--- config.mk ---
export PLATFORM = sky130hd
export DESIGN_NAME = decode_stage
export DESIGN_NICKNAME = d
export VERILOG_FILES = /design/src/rtl/decode_pkg.sv /design/src/rtl/imm_gen.sv /design/src/rtl/decode_stage.sv
export SDC_FILE = /design/constraint.sdc
export NUM_CORES = 1
export LEC_CHECK = 0
export ABC_CLOCK_PERIOD_IN_PS = 18200
export CORE_UTILIZATION = 25
export CTS_BUF_LIST = sky130_fd_sc_hd__clkbuf_16
export DETAILED_ROUTE_END_ITERATION = 7
export DONT_BUFFER_PORTS = 1
export GPL_TIMING_DRIVEN = 0
export PLACE_DENSITY = 0.47
export SYNTH_ARGS = -nofsm -noshare
export SYNTH_HDL_FRONTEND = slang
export SYNTH_SLANG_ARGS = --single-unit
--- constraint.sdc ---
create_clock -name clk -period 18.2 [get_ports clk]
set_clock_uncertainty 0.1 [all_clocks]
set_input_delay 1.82 -clock clk [delete_from_list [all_inputs] [get_ports clk]]
set_output_delay 1.82 -clock clk [all_outputs]
set_load 0.05 [all_outputs]
--- src/rtl/decode_pkg.sv ---
// Shared definitions for the decode stage: opcode constants, the format-class
// enum, the occupancy-state enum and the decoded bundle held in each slot.
package decode_pkg;

  localparam logic [6:0] OPC_LOAD      = 7'b0000011;
  localparam logic [6:0] OPC_MISC_MEM  = 7'b0001111;
  localparam logic [6:0] OPC_OP_IMM    = 7'b0010011;
  localparam logic [6:0] OPC_AUIPC     = 7'b0010111;
  localparam logic [6:0] OPC_OP_IMM_32 = 7'b0011011;
  localparam logic [6:0] OPC_STORE     = 7'b0100011;
  localparam logic [6:0] OPC_OP        = 7'b0110011;
  localparam logic [6:0] OPC_LUI       = 7'b0110111;
  localparam logic [6:0] OPC_OP_32     = 7'b0111011;
  localparam logic [6:0] OPC_BRANCH    = 7'b1100011;
  localparam logic [6:0] OPC_JALR      = 7'b1100111;
  localparam logic [6:0] OPC_JAL       = 7'b1101111;
  localparam logic [6:0] OPC_SYSTEM    = 7'b1110011;

  typedef enum logic [2:0] {
    ITYPE_R = 3'd0,
    ITYPE_I = 3'd1,
    ITYPE_S = 3'd2,
    ITYPE_B = 3'd3,
    ITYPE_U = 3'd4,
    ITYPE_J = 3'd5
  } itype_t;

  typedef enum logic [1:0] {
    ST_EMPTY = 2'd0,
    ST_ONE   = 2'd1,
    ST_FULL  = 2'd2
  } occ_t;

  // XLEN-independent part of a decoded instruction; pc and imm travel alongside.
  typedef struct packed {
    logic [6:0] opcode;
    logic [4:0] rd;
    logic [2:0] funct3;
    logic [4:0] rs1;
    logic [4:0] rs2;
    logic [6:0] funct7;
    itype_t     itype;
    logic       illegal;
  } bundle_t;

  // True when the opcode belongs to the supported base set for the datapath width.
  function automatic logic opcode_known(input logic [6:0] op, input logic rv64);
    logic known;
    case (op)
      OPC_LOAD, OPC_MISC_MEM, OPC_OP_IMM, OPC_AUIPC, OPC_STORE, OPC_OP,
      OPC_LUI, OPC_BRANCH, OPC_JALR, OPC_JAL, OPC_SYSTEM: known = 1'b1;
      OPC_OP_IMM_32, OPC_OP_32:                           known = rv64;
      default:                                            known = 1'b0;
    endcase
    return known;
  endfunction

endpackage

--- src/rtl/imm_gen.sv ---
// Combinational format classifier and immediate generator.
module imm_gen
  import decode_pkg::*;
#(
  parameter int XLEN = 32
) (
  input  logic [31:0]     instr,
  output itype_t          itype,
  output logic [XLEN-1:0] imm
);

  logic [31:0] imm32;

  // Map the opcode onto its format class; anything unrecognised decodes as R.
  always_comb begin
    itype = ITYPE_R;
    case (instr[6:0])
      OPC_LOAD, OPC_OP_IMM, OPC_JALR, OPC_MISC_MEM, OPC_SYSTEM: itype = ITYPE_I;
      OPC_STORE:                                               itype = ITYPE_S;
      OPC_BRANCH:                                              itype = ITYPE_B;
      OPC_LUI, OPC_AUIPC:                                      itype = ITYPE_U;
      OPC_JAL:                                                 itype = ITYPE_J;
      OPC_OP_IMM_32: if (XLEN == 64)                           itype = ITYPE_I;
      default:                                                 itype = ITYPE_R;
    endcase
  end

  // Assemble the 32-bit immediate for the class; R reuses the I layout.
  always_comb begin
    imm32 = {{20{instr[31]}}, instr[31:20]};
    case (itype)
      ITYPE_S: imm32 = {{20{instr[31]}}, instr[31:25], instr[11:7]};
      ITYPE_B: imm32 = {{19{instr[31]}}, instr[31], instr[7], instr[30:25], instr[11:8], 1'b0};
      ITYPE_U: imm32 = {instr[31:12], 12'b0};
      ITYPE_J: imm32 = {{11{instr[31]}}, instr[31], instr[19:12], instr[20], instr[30:21], 1'b0};
      default: imm32 = {{20{instr[31]}}, instr[31:20]};
    endcase
  end

  // Every class, U included, sign-extends from bit 31 to the datapath width.
  assign imm = XLEN'($signed(imm32));

endmodule

--- src/rtl/decode_stage.sv ---
// Decode stage with a two-entry (output + skid) valid/ready buffer.
// Optional: define DECODE_ILLEGAL_CHECK_EN to flag unrecognised instructions.
module decode_stage
  import decode_pkg::*;
#(
  parameter int XLEN = 32
) (
  input  logic            clk,
  input  logic            rst,
  input  logic            in_valid,
  output logic            in_ready,
  input  logic [31:0]     in_instr,
  input  logic [XLEN-1:0] in_pc,
  input  logic            flush,
  output logic            out_valid,
  input  logic            out_ready,
  output logic [XLEN-1:0] out_pc,
  output logic [6:0]      opcode,
  output logic [4:0]      rd,
  output logic [2:0]      funct3,
  output logic [4:0]      rs1,
  output logic [4:0]      rs2,
  output logic [6:0]      funct7,
  output logic [XLEN-1:0] imm,
  output logic [2:0]      itype,
  output logic            illegal
);

  itype_t          dec_itype;
  logic [XLEN-1:0] dec_imm;
  bundle_t         dec;

  occ_t            state_q, state_d;
  bundle_t         out_q, skid_q;
  logic [XLEN-1:0] out_pc_q, skid_pc_q, out_imm_q, skid_imm_q;
  logic            in_fire, out_fire;
  logic            load_out, load_skid, move_skid;

  imm_gen #(.XLEN(XLEN)) u_imm_gen (
    .instr (in_instr),
    .itype (dec_itype),
    .imm   (dec_imm)
  );

  // Slice the raw fields and attach class and legality to the incoming word.
  always_comb begin
    dec.opcode = in_instr[6:0];
    dec.rd     = in_instr[11:7];
    dec.funct3 = in_instr[14:12];
    dec.rs1    = in_instr[19:15];
    dec.rs2    = in_instr[24:20];
    dec.funct7 = in_instr[31:25];
    dec.itype  = dec_itype;
`ifdef DECODE_ILLEGAL_CHECK_EN
    dec.illegal = (in_instr[1:0] != 2'b11) || !opcode_known(in_instr[6:0], XLEN == 64)
                  || (in_instr == 32'h0000_0000) || (in_instr == 32'hFFFF_FFFF);
`else
    dec.illegal = 1'b0;
`endif
  end

  // NOTE: rst is folded in combinationally so in_ready reads 0 for the whole
  // reset pulse and 1 as soon as it drops; out_ready never reaches it.
  assign in_ready  = !rst && (state_q != ST_FULL);
  assign out_valid = (state_q != ST_EMPTY);
  assign in_fire   = in_valid && in_ready;
  assign out_fire  = out_valid && out_ready;

  assign load_out  = in_fire && ((state_q == ST_EMPTY) || ((state_q == ST_ONE) && out_fire));
  assign load_skid = in_fire && (state_q == ST_ONE) && !out_fire;
  assign move_skid = out_fire && (state_q == ST_FULL);

  // Occupancy next-state; flush wins over any transfer in the same cycle.
  always_comb begin
    state_d = state_q;
    if (flush) begin
      state_d = ST_EMPTY;
    end else begin
      case (state_q)
        ST_EMPTY: if (in_fire) state_d = ST_ONE;
        ST_ONE: begin
          if (in_fire && !out_fire)      state_d = ST_FULL;
          else if (!in_fire && out_fire) state_d = ST_EMPTY;
        end
        ST_FULL:  if (out_fire) state_d = ST_ONE;
        default:  state_d = ST_EMPTY;
      endcase
    end
  end

  // Occupancy state register.
  // NOTE: sequential state uses non-blocking assignment so every flop samples
  // pre-edge values regardless of block ordering.
  always_ff @(posedge clk or posedge rst) begin
    if (rst) state_q <= ST_EMPTY;
    else     state_q <= state_d;
  end

  // Output and skid slots; the skid only fills when the output slot is stalled.
  // NOTE: both slots are reset because the data outputs must read zero in reset.
  always_ff @(posedge clk or posedge rst) begin
    if (rst) begin
      out_q      <= '0;
      skid_q     <= '0;
      out_pc_q   <= '0;
      skid_pc_q  <= '0;
      out_imm_q  <= '0;
      skid_imm_q <= '0;
    end else begin
      if (load_out) begin
        out_q     <= dec;
        out_pc_q  <= in_pc;
        out_imm_q <= dec_imm;
      end else if (move_skid) begin
        out_q     <= skid_q;
        out_pc_q  <= skid_pc_q;
        out_imm_q <= skid_imm_q;
      end
      if (load_skid) begin
        skid_q     <= dec;
        skid_pc_q  <= in_pc;
        skid_imm_q <= dec_imm;
      end
    end
  end

  assign out_pc  = out_pc_q;
  assign imm     = out_imm_q;
  assign opcode  = out_q.opcode;
  assign rd      = out_q.rd;
  assign funct3  = out_q.funct3;
  assign rs1     = out_q.rs1;
  assign rs2     = out_q.rs2;
  assign funct7  = out_q.funct7;
  assign itype   = out_q.itype;
  assign illegal = out_q.illegal;

endmodule

Word-level counts from Yosys, hierarchy flattened
Cells that the tools add are included.
- flip-flop bits (word level): 201
- output and inout bits: 102
- logic and storage cells: 74
- eq/ne operators: 20
- muxes and demuxes: 14
- reductions and logical operators: 20
- operators with widths (operator ; count):
    $mux W32 ; 4
    $pmux W31 S4 ; 1
    $mux W36 ; 2
    $eq A7 B7 Y1 const B ; 4
    $pmux W3 S5 ; 1
    $eq A7 B5 Y1 const B ; 2
    $eq A7 B6 Y1 const B ; 2
    $logic_and A1 B1 Y1 ; 10
    $mux W2 ; 5
    $eq A7 B2 Y1 const B ; 1
    $eq A7 B4 Y1 const B ; 1
    $eq A3 B2 Y1 const B ; 2
    $eq A3 B3 Y1 const B ; 2
    $ne A3 B3 Y1 const B ; 2
    $pmux W2 S3 ; 1
    $reduce_or A5 Y1 ; 1
    $ne A4 B2 Y1 const B ; 1
    $reduce_bool A2 Y1 ; 2
    $logic_not A1 Y1 ; 3
    $reduce_and A3 Y1 ; 1
    $eq A2 B1 Y1 const B ; 1
    $eq A2 B2 Y1 const B ; 1
    $logic_not A2 Y1 ; 1
    $ne A2 B2 Y1 const B ; 1
    2 further kinds ; 2

Logic depth before layout (Yosys ltp)
Gate-level depths: netlist of run 1.
- word-level depth: 9
- mapped depth: 8
- gate-level depth less buffers: 7

Cells and area by module
A second synthesis of run 1 with hierarchy kept.
- cell total of the unflattened synthesis: 617
- area total of the unflattened synthesis: 8568.2 sq um
- modules (own cells, without submodules) (module ; cells each ; times used ; seq. area each (sq um) ; area each (sq um)):
    decode_stage ; 559 ; 1 ; 5004.8 ; 8054.0
    imm_gen ; 58 ; 1 ; 0.0 ; 514.2

Worst setup path before layout of run 1
No wires, ideal clock.
- path type: in2out
- start: in rst
- end: out in_ready
- required time: 16280 ps
- stages: 1
- arrival: 2474 ps
- path buffers: 0
- setup slack: 13806 ps
- path through: nor2_1
- longest elaborated chain between the ends: 2
- ends and longest elaborated chain (what ; RTL line ; RTL):
    start: declaration ; decode_stage.sv:9 ; input logic rst,
    $logic_not A1 Y1 (no line) ; -- ;
    $logic_and A1 B1 Y1 ; decode_stage.sv:64 ; assign in_ready = !rst && (state_q != ST_FULL);
    end: declaration ; decode_stage.sv:11 ; output logic in_ready,
No other way between the ends.

Worst setup path after layout of run 1
Same ends and word-level chain as after synthesis.

==> impl_metrics.env, run 1 <==
export IMPL_grt_max_degree=107
export IMPL_yosysTopAreaCell="dfrtp_1"
export IMPL_cts_tree="yes"
export IMPL_whs_endpoint="imm[6]"
export IMPL_hp_class="reg2reg"
export IMPL_post_route_drc_count=0
export IMPL_antenna_found_initial=0
export IMPL_synth_fp_nets=802
export IMPL_grtUsageTotal_pct=14.9
export IMPL_start_util_pct=25.7
export IMPL_r2r_setup_slack_ns=15.91
export IMPL_cts_setup_buffers=0
export IMPL_cp_startpoint="rst"
export IMPL_r2r_end="imm[2]"
export IMPL_ys_warn_count=0
export IMPL_critPathMaxStageDelay_ns=0.66
export IMPL_nets=822
export IMPL_cts_resized=0
export IMPL_core_area_mm2=0.0319
export IMPL_holdWs_ns=0.372
export IMPL_grt_pass1_vias=5834
export IMPL_syn2layout_area_growth_pct=14.2
export IMPL_comb_power_share_pct=10.0
export IMPL_period_minus_slack_ns=4.40
export IMPL_diodes=0
export IMPL_fmax_ghz=0.227
export IMPL_power_density_mw_per_mm2=129
export IMPL_setup_viol=0
export IMPL_yosys_cell_count_top_type="dfrtp_1"
export IMPL_port_buffers=0
export IMPL_fin_util_pct=29.3
export IMPL_die_w_um=183
export IMPL_cts_path_max_buffers=2
export IMPL_pwr_share_seq_pct=57.7
export IMPL_place_ws_ns=13.80
export IMPL_synth_area_leaders="dfrtp_1 (61%), mux2_2 (8.7%), a22oi_1 (8.1%), nand2_1 (7.9%), o21ai_0 (2.1%)"
export IMPL_hold_buffers=0
export IMPL_pwr_share_clk_pct=32.2
export IMPL_cts_clk_slew_worst_paths_ns=0.07
export IMPL_yosys_area_top_type_share_pct=60.6
export IMPL_dr_pass1_iters=5
export IMPL_slowest_stage="nor2_1"
export IMPL_num_io_pins=171
export IMPL_switchingPower_mw=0.406
export IMPL_nFillCells=3337
export IMPL_status="finished, final reports clean"
export IMPL_slew_headroom_pct=41.5
export IMPL_ant_nets=0
export IMPL_peakVddDrop_v=0.0000659
export IMPL_p_leak_nw=4.31
export IMPL_yosysUniqueCellTypes=44
export IMPL_p_int_mw=0.798
export IMPL_min_period_over_period_pct=24.2
export IMPL_clk_latency_ns=0.43
export IMPL_cts_sinks=198
export IMPL_gp_congestion=0.737
export IMPL_synth_seq_area_share_pct=60.6
export IMPL_finalMaxSlewViolations=0
export IMPL_vias=5571
export IMPL_dp_final_hpwl_um=16700
export IMPL_hp_start="skid_imm_q[6]"
export IMPL_grt_pass1_wl_um=37100
export IMPL_cp_buffers_inverters=0
export IMPL_syn_avg_cell_area_um2=11.2
export IMPL_max_cap_violations=0
export IMPL_numCtsBuffers=17
export IMPL_cts_htree_levels=4
export IMPL_cp_cell_sequence="nor2_1"
export IMPL_clock_root_buffer="clkbuf_16"
export IMPL_die_h_um=183
export IMPL_crit_path_start_kind="primary input"
export IMPL_overflow=0
export IMPL_netlist_area_mm2=0.00818
export IMPL_rows=65
export IMPL_drt_iter0_drc=336
export IMPL_r2r_start="state_q[1]"
export IMPL_endpoint_kind="output pin"
export IMPL_die_area_mm2=0.0335
export IMPL_synth_top_cells_by_count="dfrtp_1 (198), nand2_1 (173), a22oi_1 (88), mux2_2 (63), o21ai_0 (35)"
export IMPL_critPathArrivalTime_ns=2.48
export IMPL_yosys_most_used_dff="dfrtp_1"
export IMPL_avgRoutedWirePerCell_um=20.0
export IMPL_required_ns=16.28
export IMPL_final_setup_tns_ns=0
export IMPL_tightest_slew_ns=0.874
export IMPL_crit_fanout=3
export IMPL_syn_inst=732
export IMPL_synth_seq_cells=198
export IMPL_hold_violations=0
export IMPL_synth_edf_count=0
export IMPL_wirelength_um=24000
export IMPL_min_path_cells=2
export IMPL_finalPower_mw=1.20
export IMPL_critPathTopFamily="simple AND/OR/NAND/NOR gates"
export IMPL_synthArstFlopShare_pct=100
export IMPL_viasPerCell=4.65
export IMPL_rsz0062_at_grt="no"
export IMPL_setup_ws_ns=13.80
export IMPL_critPathKind="in2out"
export IMPL_p_sw_share_pct=33.7
export IMPL_rr_worst_depth=7
export IMPL_layout_drive_gt1_share_pct=18.0
[worst reg2reg max path: cells and delay by family (launching register included)]
| kind | cells | cell delay (ns) |
|---|---|---|
| buffers and inverters | 2 | 0.81 |
| and+or+nand+nor | 3 | 0.55 |
| DFF | 1 | 0.46 |
| AOI/OAI and AO/OA | 2 | 0.28 |
[metal layers]
| metal | track usage (%) | vias up | part of all wire, % |
|---|---|---|---|
| met1 | 18.7 | 2787 | 43 |
| li1 | - | 2604 | - |
| met4 | 3.33 | 0 | 0.78 |
| met3 | 7.07 | 14 | 10 |
| met5 | 0 | - | 0 |
| met2 | 23.2 | 166 | 46 |
[flip-flops by register name, indices dropped and copies added, names as in the netlist, 5 cells and up]
register,cells
opcode,7
imm,31
skid_imm_q,31
out_pc,32
rs2,5
skid_pc_q,32
rd,5
rs1,5
funct7,7
skid_q,35
[cell usage in the layout, fill, tap and decap left out, drive strengths merged, types with 2 or more instances in the layout]
master	instances
mux2	63
nor2b	2
nand2	175
nand4	2
or2	2
and2	3
a21oi	32
a211oi	3
nor3	2
o21ai	53
clkbuf	40
dfrtp	198
a22oi	88
o22ai	2
inv	6
clkinv	5
a22o	6
nand2b	4
a221o	2
nand3	4
bufinv	3
nor4	2
nor2	14
buf	31
and3	8
[area by class of cell]
class | count | area (µm²) | area share [%]
tap | 435 | 544 | 5.83
multi-input combinational | 478 | 2950 | 31.5
sequential | 198 | 4950 | 53.0
inverter | 3 | 18.8 | 0.201
timing repair buffer | 1 | 27.5 | 0.295
buffer | 53 | 269 | 2.88
clock buffer | 17 | 425 | 4.55
clock inverter | 12 | 155 | 1.66
[stage by stage]
stage | std cells | cell area (µm²)
after floorplan | 732 | 8180
after global placement | 1167 | 8730
after detailed placement | 1168 | 8760
after CTS | 1197 | 9340
after global routing | 1197 | 9340
final | 1197 | 9340
[worst max path at each step]
stage                 endpoint  slack [ns]  depth (start not counted)
finish                in_ready       13.80                          1
global route          in_ready       13.79                          1
CTS                   in_ready       13.80                          1
detailed placement    in_ready       13.80                          1
global placement    out_pc[11]        8.08                          1
floorplan            funct3[0]       10.88                          1
[cells by family after synthesis]
| logic type | after synthesis | synth area share [%] |
|---|---|---|
| AOI/OAI and AO/OA | 189 | 15.0 |
| xor gates and xnor gates | 1 | 0.107 |
| adders and majority gates | 1 | 0.153 |
| buffers and inverters | 56 | 3.43 |
| DFF | 198 | 60.6 |
| muxes | 63 | 8.67 |
| other | 1 | 0.0458 |
| and+or+nand+nor | 223 | 12.1 |
[power by group through the flow]
stage | sequential, mW | clock (mW) | combinational [mW]
detailed placement | 0.705 | 0 | 0.123
global route | 0.708 | 0.422 | 0.140
finish | 0.695 | 0.388 | 0.121
CTS | 0.696 | 0.404 | 0.123
global placement | 0.703 | 0 | 0.118
floorplan | 0.684 | 0 | 0.101
Power figures use the tool's default switching activity.
==> run 2: changes to the inputs <==
--- a/config.mk
+++ b/config.mk
@@ -5,7 +5,8 @@
 export SDC_FILE = /design/constraint.sdc
 export NUM_CORES = 1
 export LEC_CHECK = 0
-export ABC_CLOCK_PERIOD_IN_PS = 18200
+export ABC_AREA = 1
+export ABC_CLOCK_PERIOD_IN_PS = 4200
 export CORE_UTILIZATION = 25
 export CTS_BUF_LIST = sky130_fd_sc_hd__clkbuf_16
 export DETAILED_ROUTE_END_ITERATION = 7
==> constraint.sdc (replaced) <==
create_clock -name clk -period 4.2 [get_ports clk]
set_clock_uncertainty 0.1 [all_clocks]
set_input_delay 0.42 -clock clk [delete_from_list [all_inputs] [get_ports clk]]
set_output_delay 0.42 -clock clk [all_outputs]
set_load 0.05 [all_outputs]
==> impl_metrics.env, run 2 <==
export IMPL_grt_pass1_vias=7253
export IMPL_tightest_slew_ns=0.874
export IMPL_comb_power_share_pct=14.9
export IMPL_synth_seq_cells=198
export IMPL_critPathMaxStageDelay_ns=0.57
export IMPL_cp_common_cell="nand2_1"
export IMPL_crit_fanout=37
export IMPL_wirelength_um=27700
export IMPL_p_leak_nw=5.39
export IMPL_cts_clk_slew_worst_paths_ns=0.07
export IMPL_start_util_pct=25.5
export IMPL_dpl_cell_area_mm2=0.00948
export IMPL_vias=7045
export IMPL_syn2layout_area_growth_pct=25.4
export IMPL_endpoint_kind="flip-flop"
export IMPL_cp_cell_sequence="dlygate4sd3_1 > clkinvlp_4 > buf_12 > nand3_2 > nor2_4 > inv_4 > clkbuf_1 > nand2_1 > nand2_1"
export IMPL_cts_htree_levels=4
export IMPL_setup_ws_ns=1.61
export IMPL_diodes=0
export IMPL_place_ws_ns=1.64
export IMPL_cts_setup_buffers=0
export IMPL_max_cap_violations=0
export IMPL_critPathTopFamily="buffers and inverters"
export IMPL_die_area_mm2=0.0351
export IMPL_pwr_share_clk_pct=28.4
export IMPL_rsz0062_at_grt="no"
export IMPL_largest_reg_flops=35
export IMPL_hold_violations=0
export IMPL_clk_latency_ns=0.45
export IMPL_syn_avg_cell_area_um2=8.37
export IMPL_synthAdderAreaFrac_pct=0.146
export IMPL_antenna_found_initial=0
export IMPL_layoutNonFillerInstCount=1576
export IMPL_crit_path_start_kind="primary input"
export IMPL_port_buffers=0
export IMPL_synth_top_cells_by_count="nand2_1 (512), dfrtp_1 (198), inv_1 (56), nor2_1 (50), a22oi_1 (47)"
export IMPL_hp_class="in2reg"
export IMPL_synth_edf_count=0
export IMPL_switchingPower_mw=2.50
export IMPL_ys_warn_count=0
export IMPL_cts_path_max_buffers=2
export IMPL_dr_pass1_iters=5
export IMPL_cts_sinks=198
export IMPL_dp_final_hpwl_um=19300
export IMPL_synth_mux_area_share_pct=0
export IMPL_grt_pass1_wl_um=43800
export IMPL_viasPerCell=4.47
export IMPL_die_w_um=187
export IMPL_fin_area_mm2=0.0108
export IMPL_grt_max_degree=40
export IMPL_status="finished, final reports clean"
export IMPL_fin_util_pct=32.0
export IMPL_nets=1185
export IMPL_final_cell_mix="nand2_1 (512), dfrtp_1 (198), dlygate4sd3_1 (65)"
export IMPL_cts_tree="yes"
export IMPL_num_io_pins=171
export IMPL_critPathArrivalTime_ns=2.82
export IMPL_pwr_share_seq_pct=56.7
export IMPL_finalPower_mw=6.35
export IMPL_overflow=0
export IMPL_die_h_um=187
export IMPL_period_minus_slack_ns=2.59
export IMPL_synthArstFlopShare_pct=100
export IMPL_yosys_area_top_type_share_pct=57.8
export IMPL_synth_area_leaders="dfrtp_1 (58%), nand2_1 (22%), a22oi_1 (4.1%), inv_1 (2.5%), nor2_1 (2.2%)"
export IMPL_drt_iter0_drc=450
export IMPL_synth_xor_area_share_pct=0
export IMPL_p_sw_share_pct=39.3
export IMPL_yosys_most_used_dff="dfrtp_1"
export IMPL_cp_buffers_inverters=5
export IMPL_rows=67
export IMPL_syn_inst=1025
export IMPL_synth_seq_area_share_pct=57.8
export IMPL_peakVddDrop_v=0.000282
export IMPL_slowest_stage="dlygate4sd3_1"
export IMPL_setup_viol=0
export IMPL_seq_area_mm2=0.00495
export IMPL_multi_input_area_mm2=0.00322
export IMPL_gp_congestion=0.794
export IMPL_synth_compound_area_share_pct=8.59
export IMPL_numCtsBuffers=17
export IMPL_min_period_over_period_pct=61.6
export IMPL_synthSimpleGateAreaFrac_pct=27.5
export IMPL_yosys_cell_count_top_type="nand2_1"
export IMPL_p_int_mw=3.86
export IMPL_core_area_mm2=0.0336
export IMPL_synth_fp_nets=1095
export IMPL_largest_register="skid_q"
export IMPL_layout_drive_gt1_share_pct=10.3
export IMPL_slew_headroom_pct=41.5
export IMPL_fmax_ghz=0.387
export IMPL_avgRoutedWirePerCell_um=17.6
export IMPL_critPathKind="in2reg"
export IMPL_synth_top_family_by_area="simple AND/OR/NAND/NOR gates"
export IMPL_dp_cells=1479
export IMPL_required_ns=4.43
export IMPL_yosysTopAreaCell="dfrtp_1"
export IMPL_nFillCells=3542
export IMPL_ant_nets=0
export IMPL_final_common_cell="nand2_1"
export IMPL_clock_root_buffer="clkbuf_16"
export IMPL_post_route_drc_count=0
export IMPL_yosysUniqueCellTypes=29
export IMPL_power_density_mw_per_mm2=590
export IMPL_grtUsageTotal_pct=16.5
export IMPL_finalMaxSlewViolations=0
export IMPL_netlist_area_mm2=0.00858
[run 2: cell count changes after synthesis, moves of 11 or more]
cell | previous run | this run
nand2_1 | 173 | 512
inv_1 | 3 | 56
a21oi_1 | 32 | 2
nor2_1 | 12 | 50
o21ai_1 | 18 | 7
a22oi_1 | 88 | 47
o221ai_1 | 0 | 14
o21ai_0 | 35 | 15
mux2_2 | 63 | 0
nand3_1 | 4 | 25
[run 2: cell type report]
type | instances | area share [%]
buffer | 55 | 3.54
clock buffer | 17 | 3.95
clock inverter | 15 | 1.91
inverter | 62 | 2.24
multi-input combinational | 710 | 29.9
sequential | 198 | 46.1
tap | 448 | 5.21
timing repair buffer | 71 | 7.16
[run 2: cell families (layout without fill, tap and decap cells)]
kind of cell,after synthesis,in the layout
and+or+nand+nor,602,602
DFF,198,198
buffers and inverters,117,220
AOI/OAI and AO/OA,106,106
adders and majority gates,1,1
other,1,1
[run 2: metrics by stage]
step	hold WS [ns]	setup TNS (ns)
after floorplan	0.338	-81.55
after global placement	0.352	-563.25
after detailed placement	0.158	0
after CTS	0.00362	0
after global routing	0.00372	0
final	0.0207	0
[run 2: timing repair]
item                                   in CTS  in global routing
gates resized for setup                     0                  0
endpoints found under the hold margin     155                  0
hold buffers                               65                  0
[run 2: per-layer routing]
layer,GRT usage (%),vias to the layer above,wire (µm)
li1,-,3434,-
met1,21.8,3413,12800
met2,26.0,169,13000
met3,4.63,29,1560
met4,5.01,0,423
met5,0,-,0
[run 2: worst paths after layout]
path	start	end	slack, ns	depth (start not counted)
setup / recovery	rst	skid_pc_q[30]	1.61	9
hold / removal	in_pc[29]	out_pc[29]	0.02	2
setup reg to reg	state_q[0]	funct3[1]	2.06	6
hold reg to reg	skid_imm_q[24]	skid_imm_q[24]	0.37	2
max in group asynchronous	rst	rs2[1]	2.70	5
min in group asynchronous	rst	state_q[0]	0.28	2
[run 2: power groups by stage]
stage          clock [mW]  sequential [mW]  combinational, mW
2_1_floorplan           0             3.52              0.714
3_3_place_gp            0             3.64              0.860
3_5_place_dp            0             3.65              0.900
4_1_cts              1.86             3.61              0.964
5_1_grt              1.94             3.68               1.12
6_report             1.80             3.60              0.946
